--- config.mk ---
export PLATFORM = sky130hd
export DESIGN_NAME = mask_writer
export DESIGN_NICKNAME = d
export VERILOG_FILES = /design/src/rtl/mask_writer_pkg.sv /design/src/rtl/mask_word_fifo.sv /design/src/rtl/mask_writer.sv
export SDC_FILE = /design/constraint.sdc
export NUM_CORES = 1
export LEC_CHECK = 0
export ABC_AREA = 1
export BUFFER_PORTS_ARGS = -buffer_cell sky130_fd_sc_hd__buf_2
export CAP_MARGIN = 20
export CORE_UTILIZATION = 30
export CTS_BUF_LIST = sky130_fd_sc_hd__clkbuf_8 sky130_fd_sc_hd__clkbuf_16
export DETAILED_ROUTE_END_ITERATION = 16
export PLACE_DENSITY = 0.45
export SLEW_MARGIN = 25
export SYNTH_ARGS = -nofsm -noshare
export SYNTH_HDL_FRONTEND = slang
export SYNTH_HIERARCHICAL = 1
export SYNTH_SLANG_ARGS = --single-unit
--- constraint.sdc ---
create_clock -name clk_25 -period 3.17 [get_ports clk_25]
set_input_delay 0.317 -clock clk_25 [delete_from_list [all_inputs] [get_ports clk_25]]
set_output_delay 0.317 -clock clk_25 [all_outputs]
set_load 0.01 [all_outputs]
--- src/rtl/mask_writer_pkg.sv ---
// Shared types and frame geometry for the mask writer/reader pair.
package mask_writer_pkg;

  localparam int MASK_WORD_W    = 16;
  localparam int MASK_ADDR_W    = 15;
  localparam int FRAME_H_ACTIVE = 640;
  localparam int FRAME_V_ACTIVE = 480;
  localparam int FRAME_WORDS    = FRAME_H_ACTIVE * FRAME_V_ACTIVE / MASK_WORD_W;

  localparam logic [MASK_WORD_W-1:0] MASK_WORD_ONES = {MASK_WORD_W{1'b1}};

  typedef struct packed {
    logic [MASK_ADDR_W-1:0] addr;
    logic [MASK_WORD_W-1:0] data;
  } mask_entry_t;

  localparam mask_entry_t ENTRY_RESET = {{MASK_ADDR_W{1'b0}}, {MASK_WORD_W{1'b1}}};

  typedef enum logic [1:0] {
    PK_EMPTY   = 2'd0,
    PK_ACCUM   = 2'd1,
    PK_PENDING = 2'd2
  } pack_state_e;

  function automatic logic [MASK_WORD_W-1:0] set_mask_bit(
    input logic [MASK_WORD_W-1:0] word,
    input logic [3:0]             pos,
    input logic                   bit_val
  );
    logic [MASK_WORD_W-1:0] res;
    res      = word;
    res[pos] = bit_val;
    return res;
  endfunction

endpackage

--- src/rtl/mask_word_fifo.sv ---
// Word queue between the packer and the memory write port; a push into a
// full queue is accepted only when the head is popped on the same edge.
module mask_word_fifo
  import mask_writer_pkg::*;
#(
  parameter int DEPTH = 4
) (
  input  logic        clk_i,
  input  logic        rst_ni,
  input  logic        push_i,
  input  mask_entry_t push_entry_i,
  input  logic        pop_i,
  output mask_entry_t head_o,
  output logic        full_o,
  output logic        empty_o
);

  localparam int PTR_W = $clog2(DEPTH);

  mask_entry_t      mem_q [DEPTH];
  logic [PTR_W-1:0] wr_ptr_q;
  logic [PTR_W-1:0] rd_ptr_q;
  logic [PTR_W:0]   count_q;
  logic [PTR_W:0]   count_d;
  logic             push_ok_s;
  logic             pop_ok_s;

  assign empty_o   = (count_q == {(PTR_W+1){1'b0}});
  assign full_o    = (count_q == (PTR_W+1)'(DEPTH));
  assign pop_ok_s  = pop_i && !empty_o;
  assign push_ok_s = push_i && (!full_o || pop_ok_s);
  assign head_o    = mem_q[rd_ptr_q];

  always_comb begin
    count_d = count_q;
    if (push_ok_s && !pop_ok_s) begin
      count_d = count_q + (PTR_W+1)'(1);
    end else if (pop_ok_s && !push_ok_s) begin
      count_d = count_q - (PTR_W+1)'(1);
    end else begin
      count_d = count_q;
    end
  end

  always_ff @(posedge clk_i or negedge rst_ni) begin
    if (!rst_ni) begin
      for (int i = 0; i < DEPTH; i++) begin
        mem_q[i] <= ENTRY_RESET;
      end
      wr_ptr_q <= {PTR_W{1'b0}};
      rd_ptr_q <= {PTR_W{1'b0}};
      count_q  <= {(PTR_W+1){1'b0}};
    end else begin
      if (push_ok_s) begin
        mem_q[wr_ptr_q] <= push_entry_i;
        wr_ptr_q        <= wr_ptr_q + PTR_W'(1);
      end
      if (pop_ok_s) begin
        rd_ptr_q <= rd_ptr_q + PTR_W'(1);
      end
      count_q <= count_d;
    end
  end

endmodule

--- src/rtl/mask_writer.sv ---
// Packs the per-pixel mask stream into 16-bit words and writes them to the
// frame mask memory through a queued req/ack port.
module mask_writer
  import mask_writer_pkg::*;
#(
  parameter int H_ACTIVE   = FRAME_H_ACTIVE,
  parameter int V_ACTIVE   = FRAME_V_ACTIVE,
  parameter int FIFO_DEPTH = 4,
  parameter int BASE_ADDR  = 0
) (
  input  logic                   clk_25,
  input  logic                   rst_n,
  input  logic                   valid,
  input  logic                   mask,
  input  logic [9:0]             mask_x,
  input  logic [9:0]             mask_y,
  output logic                   wr_req,
  output logic [MASK_ADDR_W-1:0] wr_addr,
  output logic [MASK_WORD_W-1:0] wr_data,
  input  logic                   wr_ack,
  output logic                   frame_done,
  output logic                   overflow
);

  localparam int WORDS_PER_LINE = H_ACTIVE / MASK_WORD_W;
  localparam logic [MASK_ADDR_W-1:0] LAST_ADDR =
    MASK_ADDR_W'(BASE_ADDR + H_ACTIVE * V_ACTIVE / MASK_WORD_W - 1);

  pack_state_e            state_q, state_d;
  logic [MASK_ADDR_W-1:0] acc_addr_q, acc_addr_d;
  logic [MASK_WORD_W-1:0] acc_data_q, acc_data_d;
  logic                   overflow_q;
  logic                   frame_done_q;

  logic [MASK_ADDR_W-1:0] pix_addr_s;
  logic [MASK_WORD_W-1:0] new_data_s;
  logic [MASK_WORD_W-1:0] merged_s;
  logic                   frame_start_s;
  logic                   word_last_s;
  logic                   same_word_s;
  logic                   push_s;
  mask_entry_t            push_entry_s;
  logic                   pop_s;
  logic                   fifo_full_s;
  logic                   fifo_empty_s;
  mask_entry_t            head_s;

  // Line width is a multiple of 16, so the word index never straddles rows.
  assign pix_addr_s    = MASK_ADDR_W'(mask_y) * MASK_ADDR_W'(WORDS_PER_LINE)
                       + MASK_ADDR_W'(mask_x[9:4]) + MASK_ADDR_W'(BASE_ADDR);
  assign frame_start_s = valid && (mask_x == 10'd0) && (mask_y == 10'd0);
  assign word_last_s   = (mask_x[3:0] == 4'd15);
  assign same_word_s   = (pix_addr_s == acc_addr_q) && !frame_start_s;
  assign new_data_s    = set_mask_bit(MASK_WORD_ONES, mask_x[3:0], mask);
  assign merged_s      = set_mask_bit(acc_data_q, mask_x[3:0], mask);
  assign pop_s         = wr_ack && !fifo_empty_s;

  always_comb begin
    state_d      = state_q;
    acc_addr_d   = acc_addr_q;
    acc_data_d   = acc_data_q;
    push_s       = 1'b0;
    push_entry_s = {acc_addr_q, acc_data_q};
    case (state_q)
      PK_EMPTY: begin
        if (valid && word_last_s) begin
          push_s       = 1'b1;
          push_entry_s = {pix_addr_s, new_data_s};
        end else if (valid) begin
          state_d    = PK_ACCUM;
          acc_addr_d = pix_addr_s;
          acc_data_d = new_data_s;
        end else begin
          state_d = PK_EMPTY;
        end
      end
      PK_ACCUM: begin
        if (valid && same_word_s && word_last_s) begin
          push_s       = 1'b1;
          push_entry_s = {acc_addr_q, merged_s};
          state_d      = PK_EMPTY;
          acc_data_d   = MASK_WORD_ONES;
        end else if (valid && same_word_s) begin
          acc_data_d = merged_s;
        end else if (valid) begin
          // Flush the partial word; a completing newcomer waits one edge.
          push_s     = 1'b1;
          acc_addr_d = pix_addr_s;
          acc_data_d = new_data_s;
          state_d    = word_last_s ? PK_PENDING : PK_ACCUM;
        end else begin
          state_d = PK_ACCUM;
        end
      end
      PK_PENDING: begin
        push_s = 1'b1;
        if (valid) begin
          acc_addr_d = pix_addr_s;
          acc_data_d = new_data_s;
          state_d    = word_last_s ? PK_PENDING : PK_ACCUM;
        end else begin
          acc_data_d = MASK_WORD_ONES;
          state_d    = PK_EMPTY;
        end
      end
      default: begin
        state_d    = PK_EMPTY;
        acc_data_d = MASK_WORD_ONES;
      end
    endcase
  end

  always_ff @(posedge clk_25 or negedge rst_n) begin
    if (!rst_n) begin
      state_q      <= PK_EMPTY;
      acc_addr_q   <= {MASK_ADDR_W{1'b0}};
      acc_data_q   <= MASK_WORD_ONES;
      overflow_q   <= 1'b0;
      frame_done_q <= 1'b0;
    end else begin
      state_q      <= state_d;
      acc_addr_q   <= acc_addr_d;
      acc_data_q   <= acc_data_d;
      frame_done_q <= pop_s && (head_s.addr == LAST_ADDR);
      // A drop on the frame-start edge still counts as an overflow.
      if (push_s && fifo_full_s && !pop_s) begin
        overflow_q <= 1'b1;
      end else if (frame_start_s) begin
        overflow_q <= 1'b0;
      end else begin
        overflow_q <= overflow_q;
      end
    end
  end

  mask_word_fifo #(
    .DEPTH (FIFO_DEPTH)
  ) u_fifo (
    .clk_i        (clk_25),
    .rst_ni       (rst_n),
    .push_i       (push_s),
    .push_entry_i (push_entry_s),
    .pop_i        (wr_ack),
    .head_o       (head_s),
    .full_o       (fifo_full_s),
    .empty_o      (fifo_empty_s)
  );

  assign wr_req     = !fifo_empty_s;
  assign wr_addr    = head_s.addr;
  assign wr_data    = head_s.data;
  assign frame_done = frame_done_q;
  assign overflow   = overflow_q;

endmodule

==> qor.yml <==
placed_design:
  place_hpwl_um: 22600
  dpl-instance-area_mm2: 0.0118
  gp_congestion: 0.756
  port_buffers: 58
  placed_cells: 1965
sta:
  max_freq_ghz: 0.317
  finalHoldViolations: 0
  rsz0062_at_grt: "true"
  holdWs_ps: 233
  tightestPinTransition_ps: 850
  worst_clock_skew_ps: 10.4
  period_share: 0.995
  setup_viol: 0
  relSlewSlack: 0.427
  report.final.slew_viol_count: 0
  min_period_ps: 3150
detailed_routing:
  first_pass_iters: 5
  wl_per_cell_um: 17.2
  via_per_inst: 5.08
  drc: 0
  drt_iter0_drc: 880
  wirelength_um: 34500
  num_vias: 10177
  ant_nets: 0
floorplan:
  start_util: 0.304
  row_count: 68
  fp.dieH_um: 189
  core_area_mm2: 0.0345
  ioPinCount: 59
  dieArea_mm2: 0.0358
  fp.dieW_um: 189
logic_synthesis:
  synth_cells: 1452
  async_flop_share: 1.00
  syn_nets: 1504
  synth_area_per_cell_um2: 7.24
  yosysSeqAreaShare: 0.405
  synth-seq-cells: 166
  yosys_warnings: 6
  synth_cell_types: 41
  synth_edf_count: 0
  netlist_area_mm2: 0.0105
  ys.flop_type: "dfrtp_1"
worst_setup_path:
  critical-path-top-delay-family: "adder cells"
  critPathRequiredTime_ps: 3490
  rr_startpoint: "acc_addr_q[0]$_DFFE_PN0P_"
  cp_num_buf_inv: 6
  path_class: "in -> reg"
  cp_max_fo: 3
  startpoint: "mask_y[3]"
  critPathMaxStageDelay_ps: 440
  start_kind: "primary input"
  cp_slowest_cell: "fa_2"
  critPathCaptureType: "flip-flop"
  arrival_ps: 3470
  path_common_cell: "nand3_2"
global_routing:
  grt_pass1_vias: 9873
  grt_antenna_before_repair: 0
  track_usage: 0.196
  grt_pass1_wl_um: 55200
  grt_overflow: 0
  grt_max_degree: 77
clock_tree:
  clockBufferDepth: 2
  tritoncts: "built"
  cts_sinks: 166
  cts_buffers: 17
  clk_pin_slew_worst_paths_ps: 70
  insertion_delay_ps: 430
  htree_levels: 4
  cts_root_buffer: "clkbuf_16"
power_and_ir_drop:
  leakagePower_nw: 6.07
  ir_worst_vdd_mv: 0.433
  finalPower_mw: 11.8
  pwr_density_cell_mw_per_mm2: 935
layout:
  multiInputGateArea_mm2: 0.00562
  fill_cells: 3740
  n_antenna_cell: 0
  fin_cells: 2003
  drive_gt1_frac: 0.240
  seq_area_mm2: 0.00426
  layout.nets: 1588
  final_core_util: 0.365
  final_cell_area_mm2: 0.0126
  syn2layout_area_growth_pct: 20.0
run:
  cap_violations: 0
hold_path:
  min_from: "mask_x[6]"
  hp-class: "in -> reg"
run_status:
  outcome: "finished clean"
## cell type report
class / instances / area share
Inverter: 106 / 0.0319
Sequential cell: 166 / 0.337
Clock buffer: 19 / 0.0359
Timing Repair Buffer: 165 / 0.0958
Tap cell: 455 / 0.0451
Clock inverter: 12 / 0.00892
Multi-Input combinational cell: 1080 / 0.445
## stage by stage
step	setup WS, ps	setup TNS [ps]
floorplan	-474	-1160
global placement	-577	-60850
detailed placement	-597	-64050
CTS	3.62	0
global route	-182	-581
finish	16.2	0
## path summary, 6_finish.rpt
check                      slack, ps                       endpoint  cells past startpoint
setup reg to reg                 420  u_fifo/count_q[1]$_DFFE_PN0P_                     22
hold / removal                   230      acc_addr_q[2]$_DFFE_PN0P_                      3
min in group asynchronous        520  u_fifo/mem_q[118]$_DFFE_PN0P_                      2
setup / recovery                  20  u_fifo/count_q[2]$_DFFE_PN0P_                     28
max in group asynchronous       1850  u_fifo/mem_q[105]$_DFFE_PN1P_                      3
hold reg to reg                  460   u_fifo/mem_q[66]$_DFFE_PN1P_                      2
## worst reg2reg max path: cells and delay by family (launching register included)
kind                       cells  cell delay, ps
DFF                            1             380
adders and majority gates      2             570
and+or+nand+nor               17            1560
buffers and inverters          3             160
## per-layer routing
layer | wire length, µm | global-route usage
met1 | 16800 | 0.279
met2 | 15900 | 0.314
met5 | 0 | 0
met4 | 429 | 0.0499
met3 | 1380 | 0.0237
## flip-flops by register name, summed over array words and instances (netlist names)
register and flops:
u_fifo/count_q 3, u_fifo/rd_ptr_q 2, acc_data_q 16, state_q 2, frame_done 1, u_fifo/wr_ptr_q 2, u_fifo/mem_q 124, overflow 1
acc_addr_q 15
## repair_timing
action                                  in CTS  in global routing
pin swaps                                    8                 23
hold buffers                                 1                  0
buffers inserted                             3                  3
gates resized for setup                     10                 58
endpoints found under the setup margin      66                139
hold endpoints to repair                    45                  0
## logic make-up after synthesis
family | count (synthesis) | synth area share
AOI/OAI and AO/OA | 230 | 0.124
buffers and inverters | 206 | 0.0851
adders and majority gates | 27 | 0.0343
xor gates and xnor gates | 4 | 0.00333
and+or+nand+nor | 819 | 0.348
DFF | 166 | 0.405
## synthesized netlist by cell type (9+ instances only)
| library cell | n | area (µm²) |
|---|---|---|
| dfrtp_1 | 86 | 2150 |
| nand4_1 | 145 | 907 |
| a21oi_1 | 19 | 95.1 |
| nand2_1 | 434 | 1630 |
| o21ai_0 | 143 | 716 |
| nand3_1 | 66 | 330 |
| dfstp_2 | 80 | 2100 |
| o22ai_1 | 31 | 194 |
| nor3_1 | 9 | 45.0 |
| buf_2 | 40 | 200 |
| ha_1 | 24 | 300 |
| nor2_1 | 133 | 499 |
| clkbuf_1 | 39 | 146 |
| inv_1 | 97 | 364 |
| buf_1 | 9 | 33.8 |
| nand2_2 | 11 | 68.8 |
| a21oi_2 | 10 | 87.6 |
## cells in the final DEF, fill, tap and decap left out, types with 4 or more instances in the layout
| cell type | n |
|---|---|
| nand2_1 | 417 |
| o21ai_0 | 143 |
| a31o_2 | 7 |
| inv_2 | 10 |
| nand2_2 | 19 |
| nor3_1 | 9 |
| dfrtp_1 | 85 |
| nand2_4 | 10 |
| nor2_4 | 6 |
| o31ai_1 | 8 |
| buf_4 | 92 |
| a21oi_2 | 11 |
| nor2_2 | 4 |
| o22ai_1 | 31 |
| buf_8 | 4 |
| clkinv_2 | 6 |
| ha_1 | 18 |
| buf_6 | 10 |
| clkbuf_16 | 17 |
| nand3b_1 | 4 |
| nand3_2 | 14 |
| nand3_1 | 55 |
| nor2_1 | 131 |
| ha_4 | 4 |
| dfstp_2 | 80 |
| nand4_1 | 145 |
| inv_1 | 93 |
| a21oi_1 | 18 |
| buf_2 | 55 |
## power breakdown
| part | switching [mW] | total, mW | leakage [nW] | internal, mW |
|---|---|---|---|---|
| Sequential | 0.575 | 3.97 | 1.91 | 3.40 |
| Combinational | 3.76 | 5.77 | 3.87 | 2.00 |
| Clock | 0.876 | 2.06 | 0.295 | 1.19 |
(Power assumes the default switching activity.)
